### src/rtl/payload_reader.sv
// payload_reader: fetch-command driven read initiator for the payload buffer adapter.
// Programs CR0 over the adapter CSR port, drains one packet through a skid FIFO,
// re-emits it downstream and reports status and word count per command.
module payload_reader #(
    parameter int unsigned DATA_WIDTH     = 32,
    parameter int unsigned TTL_WIDTH      = 4,
    parameter int unsigned BUFFER_SIZE    = 2048,
    parameter int unsigned FIFO_DEPTH     = 4,
    parameter int unsigned TIMEOUT_CYCLES = 256,
    localparam int unsigned AW            = $clog2(BUFFER_SIZE)
) (
    input  logic                  clock,
    input  logic                  reset_n,
    input  logic                  cmd_valid,
    output logic                  cmd_ready,
    input  logic [AW-1:0]         cmd_address,
    input  logic                  cmd_destructive,
    input  logic                  wr_busy,
    output logic                  csr_write,
    output logic [31:0]           csr_writedata,
    input  logic [DATA_WIDTH-1:0] buf_data,
    input  logic                  buf_valid,
    output logic                  buf_ready,
    input  logic                  buf_startofpacket,
    input  logic                  buf_endofpacket,
    output logic [DATA_WIDTH-1:0] out_data,
    output logic                  out_valid,
    input  logic                  out_ready,
    output logic                  out_startofpacket,
    output logic                  out_endofpacket,
    output logic                  done,
    output logic [1:0]            status,
    output logic [AW:0]           word_count
);

    localparam int unsigned CW       = $clog2(FIFO_DEPTH + 1);
    localparam int unsigned PW       = $clog2(FIFO_DEPTH);
    localparam int unsigned TW       = $clog2(TIMEOUT_CYCLES + 1);
    localparam int unsigned WCW      = AW + 1;
    localparam int unsigned ADDR_LSB = TTL_WIDTH + 1 + AW + 1;

    localparam logic [1:0] STS_OK       = 2'd0;
    localparam logic [1:0] STS_TIMEOUT  = 2'd1;
    localparam logic [1:0] STS_OVERFLOW = 2'd2;
    localparam logic [1:0] STS_NO_SOP   = 2'd3;

    typedef enum logic [1:0] {
        ST_IDLE,
        ST_CSR,
        ST_DRAIN,
        ST_FLUSH
    } state_t;

    typedef struct packed {
        logic [DATA_WIDTH-1:0] data;
        logic                  sop;
        logic                  eop;
    } word_t;

    state_t          state_q, state_nxt;
    logic [AW-1:0]   addr_q, addr_nxt;
    logic            destr_q, destr_nxt;
    logic [WCW-1:0]  wc_q, wc_nxt, wc_inc;
    logic [1:0]      status_q, status_nxt;
    logic [TW-1:0]   tmo_q, tmo_nxt, tmo_inc;
    logic            cmd_ready_q;
    logic            csr_write_q;
    logic [31:0]     csr_data_q;
    logic [31:0]     cr0;
    logic            buf_ready_q;
    logic            rdy_d_q;
    logic            done_q, done_nxt;
    logic            accept, pop, first_word, overflow_hit, tmo_tick;
    logic            push;
    word_t           push_word;
    word_t           mem_q [FIFO_DEPTH];
    word_t           head_q, head_nxt;
    logic            out_valid_q;
    logic [CW-1:0]   cnt_q, cnt_nxt, remain;
    logic [PW-1:0]   wr_ptr_q, wr_ptr_nxt, rd_ptr_q, rd_ptr_nxt;

    // Handshake qualifiers; ready latency 1 on the adapter side
    assign pop          = out_valid_q & out_ready;
    assign accept       = (state_q == ST_DRAIN) & buf_valid & rdy_d_q;
    assign first_word   = (wc_q == '0);
    assign wc_inc       = wc_q + WCW'(1);
    assign tmo_inc      = tmo_q + TW'(1);
    assign overflow_hit = accept & ~buf_endofpacket & (wc_inc == WCW'(BUFFER_SIZE));
    assign tmo_tick     = (state_q == ST_DRAIN) & ~accept & (buf_ready_q | out_ready);

    // CR0 image built from the command being latched or already held
    always_comb begin
        cr0             = '0;
        cr0[0]          = destr_nxt;
        cr0[ADDR_LSB +: AW] = addr_nxt;
    end

    // Next-state, command latch, status and FIFO push decisions
    always_comb begin
        state_nxt  = state_q;
        addr_nxt   = addr_q;
        destr_nxt  = destr_q;
        wc_nxt     = wc_q;
        status_nxt = status_q;
        tmo_nxt    = tmo_q;
        push       = 1'b0;
        push_word  = '0;
        case (state_q)
            ST_IDLE: begin
                if (cmd_valid && cmd_ready_q) begin
                    addr_nxt   = cmd_address;
                    destr_nxt  = cmd_destructive;
                    wc_nxt     = '0;
                    status_nxt = STS_OK;
                    tmo_nxt    = '0;
                    state_nxt  = ST_CSR;
                end
            end
            ST_CSR: begin
                if (!wr_busy) begin
                    state_nxt = ST_DRAIN;
                end
            end
            ST_DRAIN: begin
                if (accept) begin
                    push           = 1'b1;
                    push_word.data = buf_data;
                    push_word.sop  = buf_startofpacket | first_word;
                    push_word.eop  = buf_endofpacket | overflow_hit;
                    wc_nxt         = wc_inc;
                    tmo_nxt        = '0;
                    if (overflow_hit) begin
                        status_nxt = STS_OVERFLOW;
                        state_nxt  = ST_FLUSH;
                    end else begin
                        if (first_word && !buf_startofpacket) begin
                            status_nxt = STS_NO_SOP;
                        end
                        if (buf_endofpacket) begin
                            state_nxt = ST_FLUSH;
                        end
                    end
                end else if (tmo_tick) begin
                    tmo_nxt = tmo_inc;
                    if (tmo_inc == TW'(TIMEOUT_CYCLES)) begin
                        status_nxt = STS_TIMEOUT;
                        state_nxt  = ST_FLUSH;
                        if (!first_word) begin
                            push          = 1'b1;
                            push_word.eop = 1'b1;
                        end
                    end
                end
            end
            ST_FLUSH: begin
                if (done_q) begin
                    state_nxt = ST_IDLE;
                end
            end
            default: state_nxt = ST_IDLE;
        endcase
    end

    // Skid FIFO pointers, occupancy, registered head word and completion
    always_comb begin
        wr_ptr_nxt = push ? wr_ptr_q + PW'(1) : wr_ptr_q;
        rd_ptr_nxt = pop ? rd_ptr_q + PW'(1) : rd_ptr_q;
        cnt_nxt    = cnt_q + CW'(push) - CW'(pop);
        remain     = cnt_q - CW'(pop);
        head_nxt   = '0;
        if (remain != '0) begin
            head_nxt = mem_q[rd_ptr_nxt];
        end else if (push) begin
            head_nxt = push_word;
        end
        done_nxt = (state_q == ST_FLUSH) && !done_q && (cnt_nxt == '0);
    end

    // FIFO storage needs no reset; occupancy gates every read
    always_ff @(posedge clock) begin
        if (push) begin
            mem_q[wr_ptr_q] <= push_word;
        end
    end

    // State and registered outputs
    always_ff @(posedge clock or negedge reset_n) begin
        if (!reset_n) begin
            state_q     <= ST_IDLE;
            addr_q      <= '0;
            destr_q     <= 1'b0;
            wc_q        <= '0;
            status_q    <= STS_OK;
            tmo_q       <= '0;
            cmd_ready_q <= 1'b0;
            csr_write_q <= 1'b0;
            csr_data_q  <= '0;
            buf_ready_q <= 1'b0;
            rdy_d_q     <= 1'b0;
            done_q      <= 1'b0;
            cnt_q       <= '0;
            wr_ptr_q    <= '0;
            rd_ptr_q    <= '0;
            head_q      <= '0;
            out_valid_q <= 1'b0;
        end else begin
            state_q     <= state_nxt;
            addr_q      <= addr_nxt;
            destr_q     <= destr_nxt;
            wc_q        <= wc_nxt;
            status_q    <= status_nxt;
            tmo_q       <= tmo_nxt;
            cmd_ready_q <= (state_nxt == ST_IDLE);
            csr_write_q <= (state_nxt == ST_CSR);
            csr_data_q  <= (state_nxt == ST_CSR) ? cr0 : '0;
            buf_ready_q <= (state_nxt == ST_DRAIN) && (cnt_nxt <= CW'(FIFO_DEPTH - 2));
            rdy_d_q     <= buf_ready_q;
            done_q      <= done_nxt;
            cnt_q       <= cnt_nxt;
            wr_ptr_q    <= wr_ptr_nxt;
            rd_ptr_q    <= rd_ptr_nxt;
            head_q      <= head_nxt;
            out_valid_q <= (cnt_nxt != '0);
        end
    end

    // Ready throttling keeps the FIFO from ever being pushed while full
    fifo_no_overflow: assert property (@(posedge clock) disable iff (!reset_n)
        !(push && !pop && (cnt_q == CW'(FIFO_DEPTH))))
        else $error("payload_reader: skid FIFO overflow");

    assign cmd_ready         = cmd_ready_q;
    assign csr_write         = csr_write_q;
    assign csr_writedata     = csr_data_q;
    assign buf_ready         = buf_ready_q;
    assign out_data          = head_q.data;
    assign out_valid         = out_valid_q;
    assign out_startofpacket = head_q.sop;
    assign out_endofpacket   = head_q.eop;
    assign done              = done_q;
    assign status            = status_q;
    assign word_count        = wc_q;

endmodule

### config.mk
export PLATFORM = sky130hd
export DESIGN_NAME = payload_reader
export DESIGN_NICKNAME = d
export VERILOG_FILES = /design/src/rtl/payload_reader.sv
export SDC_FILE = /design/constraint.sdc
export NUM_CORES = 1
export LEC_CHECK = 0
export ABC_AREA = 1
export BUFFER_PORTS_ARGS = -buffer_cell sky130_fd_sc_hd__buf_2
export CAP_MARGIN = 5
export CORE_MARGIN = 4
export CORE_UTILIZATION = 40
export DETAILED_ROUTE_END_ITERATION = 8
export SLEW_MARGIN = 20
export SYNTH_ARGS = -nofsm -noshare
export SYNTH_HDL_FRONTEND = slang
export SYNTH_SLANG_ARGS = --single-unit
### constraint.sdc
create_clock -name clock -period 3.42 [get_ports clock]
set_input_delay 0.171 -clock clock [delete_from_list [all_inputs] [get_ports clock]]
set_output_delay 0.171 -clock clock [all_outputs]
set_load 0.02 [all_outputs]
==> results of run 1 <==
-- final timing paths --
| path | from | slack, ns | end | cells past startpoint |
|---|---|---|---|---|
| min in group asynchronous | reset_n | 0.27 | word_count[10]$_DFFE_PN0P_ | 2 |
| max in group asynchronous | reset_n | 2.36 | out_data[29]$_DFF_PN0_ | 3 |
| worst max register to register | tmo_q[0]$_DFFE_PN0P_ | 0.51 | done$_DFF_PN0_ | 15 |
| worst max-delay path | tmo_q[0]$_DFFE_PN0P_ | 0.51 | done$_DFF_PN0_ | 15 |
| worst min register to register | buf_ready$_DFF_PN0_ | 0.42 | rdy_d_q$_DFF_PN0_ | 0 |
| worst min-delay path | cmd_address[3] | 0.01 | addr_q[3]$_DFF_PN0_ | 3 |
-- layout make-up --
class	instances	share of cell area
tap	324	0.0346
clock buffer	37	0.0634
sequential	232	0.553
inverter	114	0.0366
timing repair buffer	137	0.0672
multi-input combinational	569	0.239
clock inverter	10	0.00651
-- through the flow --
| step | utilization | total power, mW | area, sq um |
|---|---|---|---|
| global route | 0.482 | 10.9 | 11700 |
| finish | 0.482 | 10.1 | 11700 |
| detailed placement | 0.445 | 7.59 | 10800 |
| CTS | 0.482 | 10.3 | 11700 |
| floorplan | - | 6.47 | 9960 |
| global placement | 0.445 | 7.53 | 10800 |
-- registers in the layout, indices dropped and copies added, names as in the netlist, 3 cells and up --
name           cells
mem_q            136
out_data          32
csr_writedata     12
word_count        12
addr_q            11
tmo_q              9
cnt_q              3
-- power by group through the flow --
| stage | clock network (mW) | logic (mW) | registers (mW) |
|---|---|---|---|
| 2_1_floorplan | 0 | 2.28 | 4.19 |
| 3_3_place_gp | 0 | 3.73 | 3.81 |
| 3_5_place_dp | 0 | 3.79 | 3.81 |
| 4_1_cts | 2.72 | 3.81 | 3.76 |
| 5_1_grt | 2.86 | 4.23 | 3.82 |
| 6_report | 2.65 | 3.73 | 3.76 |
-- worst max-delay path: stages, from the launching register on --
cell and delay [ns]:
dfrtp_1 0.40, ha_1 0.20, nand3_1 0.15, o21ai_0 0.21, nand2_1 0.09, nor2_1 0.13
and2_1 0.16, nand3_1 0.07, nand2_1 0.11, ha_1 0.15, inv_1 0.05, fa_1 0.37
xnor2_1 0.14, xnor2_1 0.16, or3_1 0.34, nor2_1 0.09
-- layout by cell type (no fill, tap or decap), drive strengths merged, types with 3 or more instances in the layout --
| cell | Yosys | final |
|---|---|---|
| a31oi | 33 | 33 |
| buf | 26 | 128 |
| clkbuf | 29 | 37 |
| clkinv | 2 | 10 |
| conb | 1 | 20 |
| dfrtp | 96 | 96 |
| dlygate4sd3 | 0 | 9 |
| edfxtp | 136 | 136 |
| ha | 12 | 12 |
| inv | 112 | 112 |
| nand2 | 92 | 92 |
| nand3 | 24 | 24 |
| nand4 | 6 | 6 |
| nor2 | 249 | 249 |
| nor3 | 3 | 3 |
| nor4 | 4 | 4 |
| o21ai | 98 | 98 |
| o22ai | 11 | 11 |
| xor2 | 3 | 3 |
-- logic make-up (layout without fill, tap and decap cells) --
logic type | Yosys count | after routing | share of synthesized area
DFF | 232 | 232 | 0.656
adders and majority gates | 13 | 13 | 0.0172
xor gates and xnor gates | 5 | 5 | 0.00443
AOI/OAI and AO/OA | 148 | 148 | 0.0818
and+or+nand+nor | 383 | 383 | 0.167
buffers and inverters | 169 | 298 | 0.0737
other | 1 | 20 | 0.000379
-- routing by layer --
metal	up-vias	routed length, um	global-route usage
met4	0	381	0.0382
met3	28	1340	0.0290
li1	3358	-	-
met5	-	0	0
met1	3180	9420	0.215
met2	171	10100	0.257
==> results.md, run 1 <==
- Clk root buf: clkbuf_16
- Sequential share of power: 0.370
- Switching Fraction: 0.384
- Std-Cell Rows: 57
- Startpoint type of the worst setup path: register
- Peak VDD IR: 0.000472 V
- Netlist Area Pre-Place: 9890 sq um
- Internal cell power: 6.25 mW
- RSZ-0062 raised after global routing: false
- HP Class: in -> reg
- GPL Wtd Cong: 0.831
- Share of cells above drive strength 1: 0.183
- Post-layout min period: 2.91 ns
- Library cells used by synthesis: 39
- Final cell count without fillers: 1,423
- Worst Path Max Fanout: 5
- Placed insts: 1,367
- Clock Pin Slew Worst Setup and Hold Paths: 0.06 ns
- Kind of critical path: reg -> reg
- Pwr/cell area: 864 nW/um^2
- Die ar.: 27,300 sq um
- Most numerous cell in the Yosys netlist: nor2_1
- Fin worst setup slack: 0.510 ns
- Pin count of the biggest net entering global routing: 70
- Clk buf depth: 3
- Synth top cells by count: 235 x nor2_1, 136 x edfxtp_1, 108 x inv_1, 96 x dfrtp_1, 88 x nand2_1
- Die Wd: 165 um
- Sequential share of the synthesized area: 0.656
- Detailed Route Iter0 Violations: 437
- First-pass GRT wire length: 33,900 um
- Power share of the combinational group: 0.368
- Crit path DAT: 3.35 ns
- FMAX: 344 MHz
- CTS tree: done
- Final setup violation count: 0
- IO buf count: 116
- Starting Density: 0.407
- Worst Path Required: 3.86 ns
- Final #Nets: 1,145
- Die Ht: 165 um
- Drt wl/cell: 14.9 um
- Sequential Area: 6490 sq um
- Vias in the first global route: 6,515
- CORE AREA: 24,300 sq um
- Leak Pwr: 5.14 nW
- Yosys warning count: 0
- Dpl hpwl: 12,700 um
- Max-Cap Viols: 0
- Async SR Flop Fraction: 0.414
- Resized cells post-CTS: 0
- Antenna-violating nets left: 0
- Largest area contributor in the netlist: edfxtp_1
- Ys flop type: edfxtp_1
- Endpoint type of the worst setup path: register
- DR DRC count: 0
- Tcrit/Tclk final: 0.851
- I/O Pins: 137
- Post-synth top area share: 0.413
- Least-Margin Pin Slew: 0.945 ns
- Multi-input gate area: 2800 sq um
- Fill count: 2,277
- Grt total ovfl: 0
- Area delta synth->final: 18.6%
- Worst-Skew Late Latency: 0.51 ns
- Cells after Synth: 951
- Worst hold slack: 0.0145 ns
- CTS Sinks: 232
- Hold-fix buffers at CTS: 9
- CTS buffer count: 26
- Fin. max-slew vios: 0
- Clk pwr share: 0.262
- Worst slack at placement: 0.539 ns
- DR vias/cell: 4.73
- DR pass1 iterations: 5
- GR Util All Layers: 0.156
- DRT Wirelength: 21,200 um
- Relative slew slack: 0.369
- Register bit total from synthesis: 232
- Via count: 6,737
- Post-CTS setup buffer count: 0
- Setup TNS: 0 ns
- Final Hold Viols: 0
- Synth top area cells: edfxtp_1 41%, dfrtp_1 24%, nor2_1 8.9%
- Syn Area/Cell: 10.4 sq um
- H-tree depth: 1
- Number of inserted diodes: 0
- Switch Pwr: 3.89 mW
- Antenna violations before repair: 0
- Outcome: finished, final reports clean
- Clock Skew: 0.0129 ns
- Post-synth EDFFs: 136
Power figures use the tool's default switching activity.
==> run 2, diff against run 1 <==
--- a/config.mk
+++ b/config.mk
@@ -10,6 +10,7 @@
 export CAP_MARGIN = 5
 export CORE_MARGIN = 4
 export CORE_UTILIZATION = 40
+export CTS_CLUSTER_SIZE = 10
 export DETAILED_ROUTE_END_ITERATION = 8
 export SLEW_MARGIN = 20
 export SYNTH_ARGS = -nofsm -noshare
==> constraint.sdc (replaced) <==
create_clock -name clock -period 3.42 [get_ports clock]
set_input_delay 0.342 -clock clock [delete_from_list [all_inputs] [get_ports clock]]
set_output_delay 0.342 -clock clock [all_outputs]
set_load 0.005 [all_outputs]
==> results.md, run 2 (synthesized netlist as in run 1, its figures left out) <==
- GPL Wtd Cong: 0.821
- Final setup violation count: 0
- Worst slack at placement: 0.534 ns
- R2R depth: 17
- Most frequent cells in the layout: 231 x nor2_1, 136 x edfxtp_1, 115 x buf_2
- Largest Register: mem_q
- Worst Path Max Fanout: 5
- Crit Reg-Reg Endpoint: done$_DFF_PN0_
- Post-layout min period: 2.91 ns
- Max-Cap Viols: 0
- Final Hold Viols: 0
- Resized cells post-CTS: 0
- Fin. max-slew vios: 0
- Relative slew slack: 0.457
- GR Util All Layers: 0.153
- Placed insts: 1,369
- CTS buffer count: 27
- Worst Path Required: 3.86 ns
- Number of inserted diodes: 0
- Vias in the first global route: 6,625
- Power share of the combinational group: 0.347
- Switch Pwr: 3.45 mW
- I/O Pins: 137
- Final #Nets: 1,140
- FMAX: 344 MHz
- Starting Density: 0.407
- Antenna-violating nets left: 0
- Switching Fraction: 0.359
- Clk buf depth: 3
- Pwr/cell area: 828 nW/um^2
- HP Class: in -> reg
- Worst-Skew Late Latency: 0.52 ns
- First-pass GRT wire length: 33,700 um
- Grt total ovfl: 0
- Die Wd: 165 um
- Most common cell after layout, fill and taps aside: nor2_1
- Clock Pin Slew Worst Setup and Hold Paths: 0.06 ns
- Clk root buf: clkbuf_16
- DR pass1 iterations: 5
- Antenna violations before repair: 0
- Post-Route Utilization: 0.477
- Endpoint type of the worst setup path: register
- Setup TNS: 0 ns
- Worst R2R Start: tmo_q[0]$_DFFE_PN0P_
- Pin count of the biggest net entering global routing: 57
- Dpl hpwl: 12,900 um
- Fin worst setup slack: 0.514 ns
- Crit path DAT: 3.35 ns
- Worst hold slack: 0.0949 ns
- Die Ht: 165 um
- Clock Skew: 0.0140 ns
- Drt wl/cell: 14.7 um
- H-tree depth: 1
- CTS Sinks: 232
- CP Capture Point: done$_DFF_PN0_
- Least-Margin Pin Slew: 0.814 ns
- Final cell count without fillers: 1,415
- CORE AREA: 24,300 sq um
- Die ar.: 27,300 sq um
- Kind of critical path: reg -> reg
- Outcome: finished, final reports clean
- Share of cells above drive strength 1: 0.181
- Number of flip-flops in the largest register: 136
- Sequential share of power: 0.391
- Leak Pwr: 5.09 nW
- CTS tree: done
- Std-Cell Rows: 57
- IO buf count: 116
- CP startpoint: tmo_q[0]$_DFFE_PN0P_
- Clk pwr share: 0.262
- DR DRC count: 0
- Internal cell power: 6.17 mW
- Area delta synth->final: 17.4%
- RSZ-0062 raised after global routing: false
- Detailed Route Iter0 Violations: 479
- Via count: 6,675
- DR vias/cell: 4.72
- DRT Wirelength: 20,900 um
- Fill count: 2,258
- Startpoint type of the worst setup path: register
- Tcrit/Tclk final: 0.850
- R2R Setup Slk: 0.51 ns
- Peak VDD IR: 0.000509 V
==> run 2: per-layer routing <==
layer,GRT usage,wire (um)
met2,0.260,9930
met1,0.208,9480
met3,0.0300,1180
met5,0,0
met4,0.0276,281
==> run 2: area by class of cell <==
class                      count  area [sq um]  area share
multi-input combinational    569          2800       0.241
sequential                   232          6490       0.559
timing repair buffer         131           723      0.0623
inverter                     114           428      0.0369
tap                          324           405      0.0349
clock inverter                 2          12.5     0.00108
clock buffer                  43           756      0.0651
==> run 2: stage by stage <==
step,power [mW],instance area [sq um]
floorplan,6.07,9960
global placement,7.15,10800
detailed placement,7.20,10800
CTS,9.76,11600
global route,10.4,11600
finish,9.62,11600
==> run 2: power groups by stage <==
stage | combinational (mW) | clock, mW | sequential, mW
floorplan | 2.27 | 0 | 3.81
global placement | 3.33 | 0 | 3.81
detailed placement | 3.39 | 0 | 3.81
CTS | 3.40 | 2.59 | 3.77
global route | 3.87 | 2.70 | 3.83
finish | 3.34 | 2.52 | 3.76
==> run 2: worst min-delay path by stage <==
stage | endpoint | cells past startpoint | startpoint
CTS | destr_q$_DFF_PN0_ | 3 | cmd_destructive
floorplan | addr_q[0]$_DFF_PN0_ | 0 | reset_n
finish | destr_q$_DFF_PN0_ | 3 | cmd_destructive
global placement | rdy_d_q$_DFF_PN0_ | 0 | buf_ready$_DFF_PN0_
global route | destr_q$_DFF_PN0_ | 3 | cmd_destructive
detailed placement | rdy_d_q$_DFF_PN0_ | 0 | buf_ready$_DFF_PN0_
==> run 2: timing repair <==
action | CTS | global route
hold buffers | 1 | 0
setup buffers | 0 | 0
endpoints found under the hold margin | 50 | 0
==> run 2: worst max-delay path: stages (launching register included) <==
cell     delay [ns]
dfrtp_1        0.40
ha_1           0.19
nand3_1        0.14
inv_1          0.11
nand3_1        0.07
nand2_1        0.10
nand2_1        0.06
nor2_1         0.14
and2_1         0.16
nand3_1        0.07
nand2_1        0.11
ha_1           0.15
inv_1          0.05
fa_1           0.37
xnor2_1        0.15
xnor2_1        0.16
or3_1          0.33
nor2_1         0.09
==> run 3, diff against run 2 <==
==> constraint.sdc (replaced) <==
create_clock -name clock -period 2.5 [get_ports clock]
set_input_delay 0.25 -clock clock [delete_from_list [all_inputs] [get_ports clock]]
set_output_delay 0.25 -clock clock [all_outputs]
set_load 0.005 [all_outputs]
==> results.md, run 3 (synthesized netlist as in run 1, its figures left out) <==
- Number of flip-flops in the largest register: 136
- Crit path DAT: 3.17 ns
- GPL Wtd Cong: 0.797
- Total chip power: 13.7 mW
- RSZ-0062 raised after global routing: true
- Clk pwr share: 0.256
- DR vias/cell: 4.72
- Clk root buf: clkbuf_16
- Peak VDD IR: 0.000809 V
- Worst Path Max Fanout: 5
- Std-Cell Rows: 57
- Post-layout min period: 2.70 ns
- Outcome: complete, but fails checks
- Relative slew slack: 0.610
- CTS Sinks: 232
- Hold path cells: 3
- Post-Route Utilization: 0.499
- Die ar.: 27,300 sq um
- DRT Wirelength: 21,700 um
- IO buf count: 116
- Worst-Skew Late Latency: 0.54 ns
- Worst Path Required: 2.96 ns
- Power share of the combinational group: 0.372
- CTS buffer count: 27
- Number of inserted diodes: 0
- Final setup violation count: 3
- Switching Fraction: 0.359
- Most common cell after layout, fill and taps aside: nor2_1
- Clock Pin Slew Worst Setup and Hold Paths: 0.06 ns
- Pwr/cell area: 1130 nW/um^2
- Kind of critical path: reg -> reg
- Pin count of the biggest net entering global routing: 59
- I/O Pins: 137
- Clock Skew: 0.0208 ns
- HP Class: in -> reg
- Antenna-violating nets left: 0
- H-tree depth: 1
- Max-Cap Viols: 0
- DR pass1 iterations: 6
- Detailed Route Iter0 Violations: 430
- Die Ht: 165 um
- Most frequent cells in the layout: 227 x nor2_1, 136 x edfxtp_1, 115 x buf_2
- CTS tree: done
- HP Start: cmd_address[1]
- Worst R2R Start: tmo_q[1]$_DFFE_PN0P_
- Sequential share of power: 0.372
- Final Hold Viols: 0
- Tcrit/Tclk final: 1.08
- Endpoint type of the worst setup path: register
- Startpoint type of the worst setup path: register
- Leak Pwr: 5.33 nW
- Fin worst setup slack: -0.204 ns
- Starting Density: 0.407
- Crit Reg-Reg Endpoint: done$_DFF_PN0_
- Antenna violations before repair: 1
- R2R Setup Slk: -0.20 ns
- Least-Margin Pin Slew: 0.586 ns
- Share of cells above drive strength 1: 0.233
- Area delta synth->final: 22.7%
- FMAX: 370 MHz
- R2R depth: 16
- Switch Pwr: 4.91 mW
- Grt total ovfl: 0
- First-pass GRT wire length: 35,200 um
- Final #Nets: 1,184
- Drt wl/cell: 14.8 um
- Failing checks: negative setup slack
- Via count: 6,906
- Clk buf depth: 3
- Largest Register: mem_q
- DR DRC count: 0
- Dpl hpwl: 13,200 um
- Setup TNS: -0.546 ns
- Die Wd: 165 um
- GR Util All Layers: 0.160
- CORE AREA: 24,300 sq um
- Internal cell power: 8.77 mW
- Worst hold slack: 0.0657 ns
- Fin. max-slew vios: 0
- Vias in the first global route: 6,870
- Hold path endpoint: addr_q[1]$_DFF_PN0_
## run 3: metrics by stage
stage | area (sq um) | setup slack [ns] | instances
detailed placement | 11100 | -0.324 | 1391
finish | 12100 | -0.204 | 1462
global placement | 11100 | -0.247 | 1391
global route | 12100 | -0.318 | 1462
floorplan | 9980 | -0.249 | 970
CTS | 12100 | -0.265 | 1460
## run 3: critical path: stages (launching register included)
cell and delay [ns]:
dfrtp_1 0.42, nand3_2 0.14, nor2_1 0.14, nor2_1 0.06
nor2_2 0.16, nand2_2 0.07, nor2_2 0.11, and2_4 0.16
nand3_2 0.06, nand2_2 0.10, ha_4 0.13, inv_2 0.03
fa_2 0.34, xnor2_2 0.14, xnor2_1 0.14, or3_4 0.37
nor2_2 0.08
## run 3: cell type report
cell class                 count  area [sq um]
fill                        2254         12200
sequential                   232          6490
clock buffer                  46           757
clock inverter                 2          25.0
tap                          324           405
timing repair buffer         175          1130
multi-input combinational    569          2900
inverter                     114           428
## run 3: power by group through the flow
stage | Sequential [mW] | Clock (mW) | Combinational, mW
floorplan | 5.21 | 0 | 3.11
global placement | 5.14 | 0 | 4.84
detailed placement | 5.15 | 0 | 4.91
CTS | 5.09 | 3.61 | 5.03
global route | 5.16 | 3.78 | 5.80
finish | 5.09 | 3.50 | 5.09
## run 3: how the worst max path moves through the flow
stage,from,end,slack [ns],cells past startpoint
after floorplan,tmo_q[0]$_DFFE_PN0P_,mem_q[0][0]$_DFFE_PP_,-0.25,12
after global placement,tmo_q[2]$_DFFE_PN0P_,done$_DFF_PN0_,-0.25,16
after detailed placement,tmo_q[2]$_DFFE_PN0P_,done$_DFF_PN0_,-0.32,16
after CTS,tmo_q[0]$_DFFE_PN0P_,done$_DFF_PN0_,-0.26,17
after global routing,tmo_q[1]$_DFFE_PN0P_,done$_DFF_PN0_,-0.32,16
final,tmo_q[1]$_DFFE_PN0P_,done$_DFF_PN0_,-0.20,16
## run 3: per-layer routing
layer,wire [um],part of all wire,global-route usage,vias up
met2,10600,0.49,0.274,152
met3,1130,0.052,0.0310,34
met5,20,0.00092,0,-
li1,-,-,-,3434
met4,451,0.021,0.0476,2
met1,9510,0.44,0.208,3284
## run 3: repair_timing
item / 4_1_cts / 5_1_grt
setup endpoints to repair: 11 / 153
buffers inserted: 17 / 7
resized for setup: 17 / 12
hold endpoints to repair: 41 / 0
pin swaps: 11 / 17
hold buffers: 4 / 0
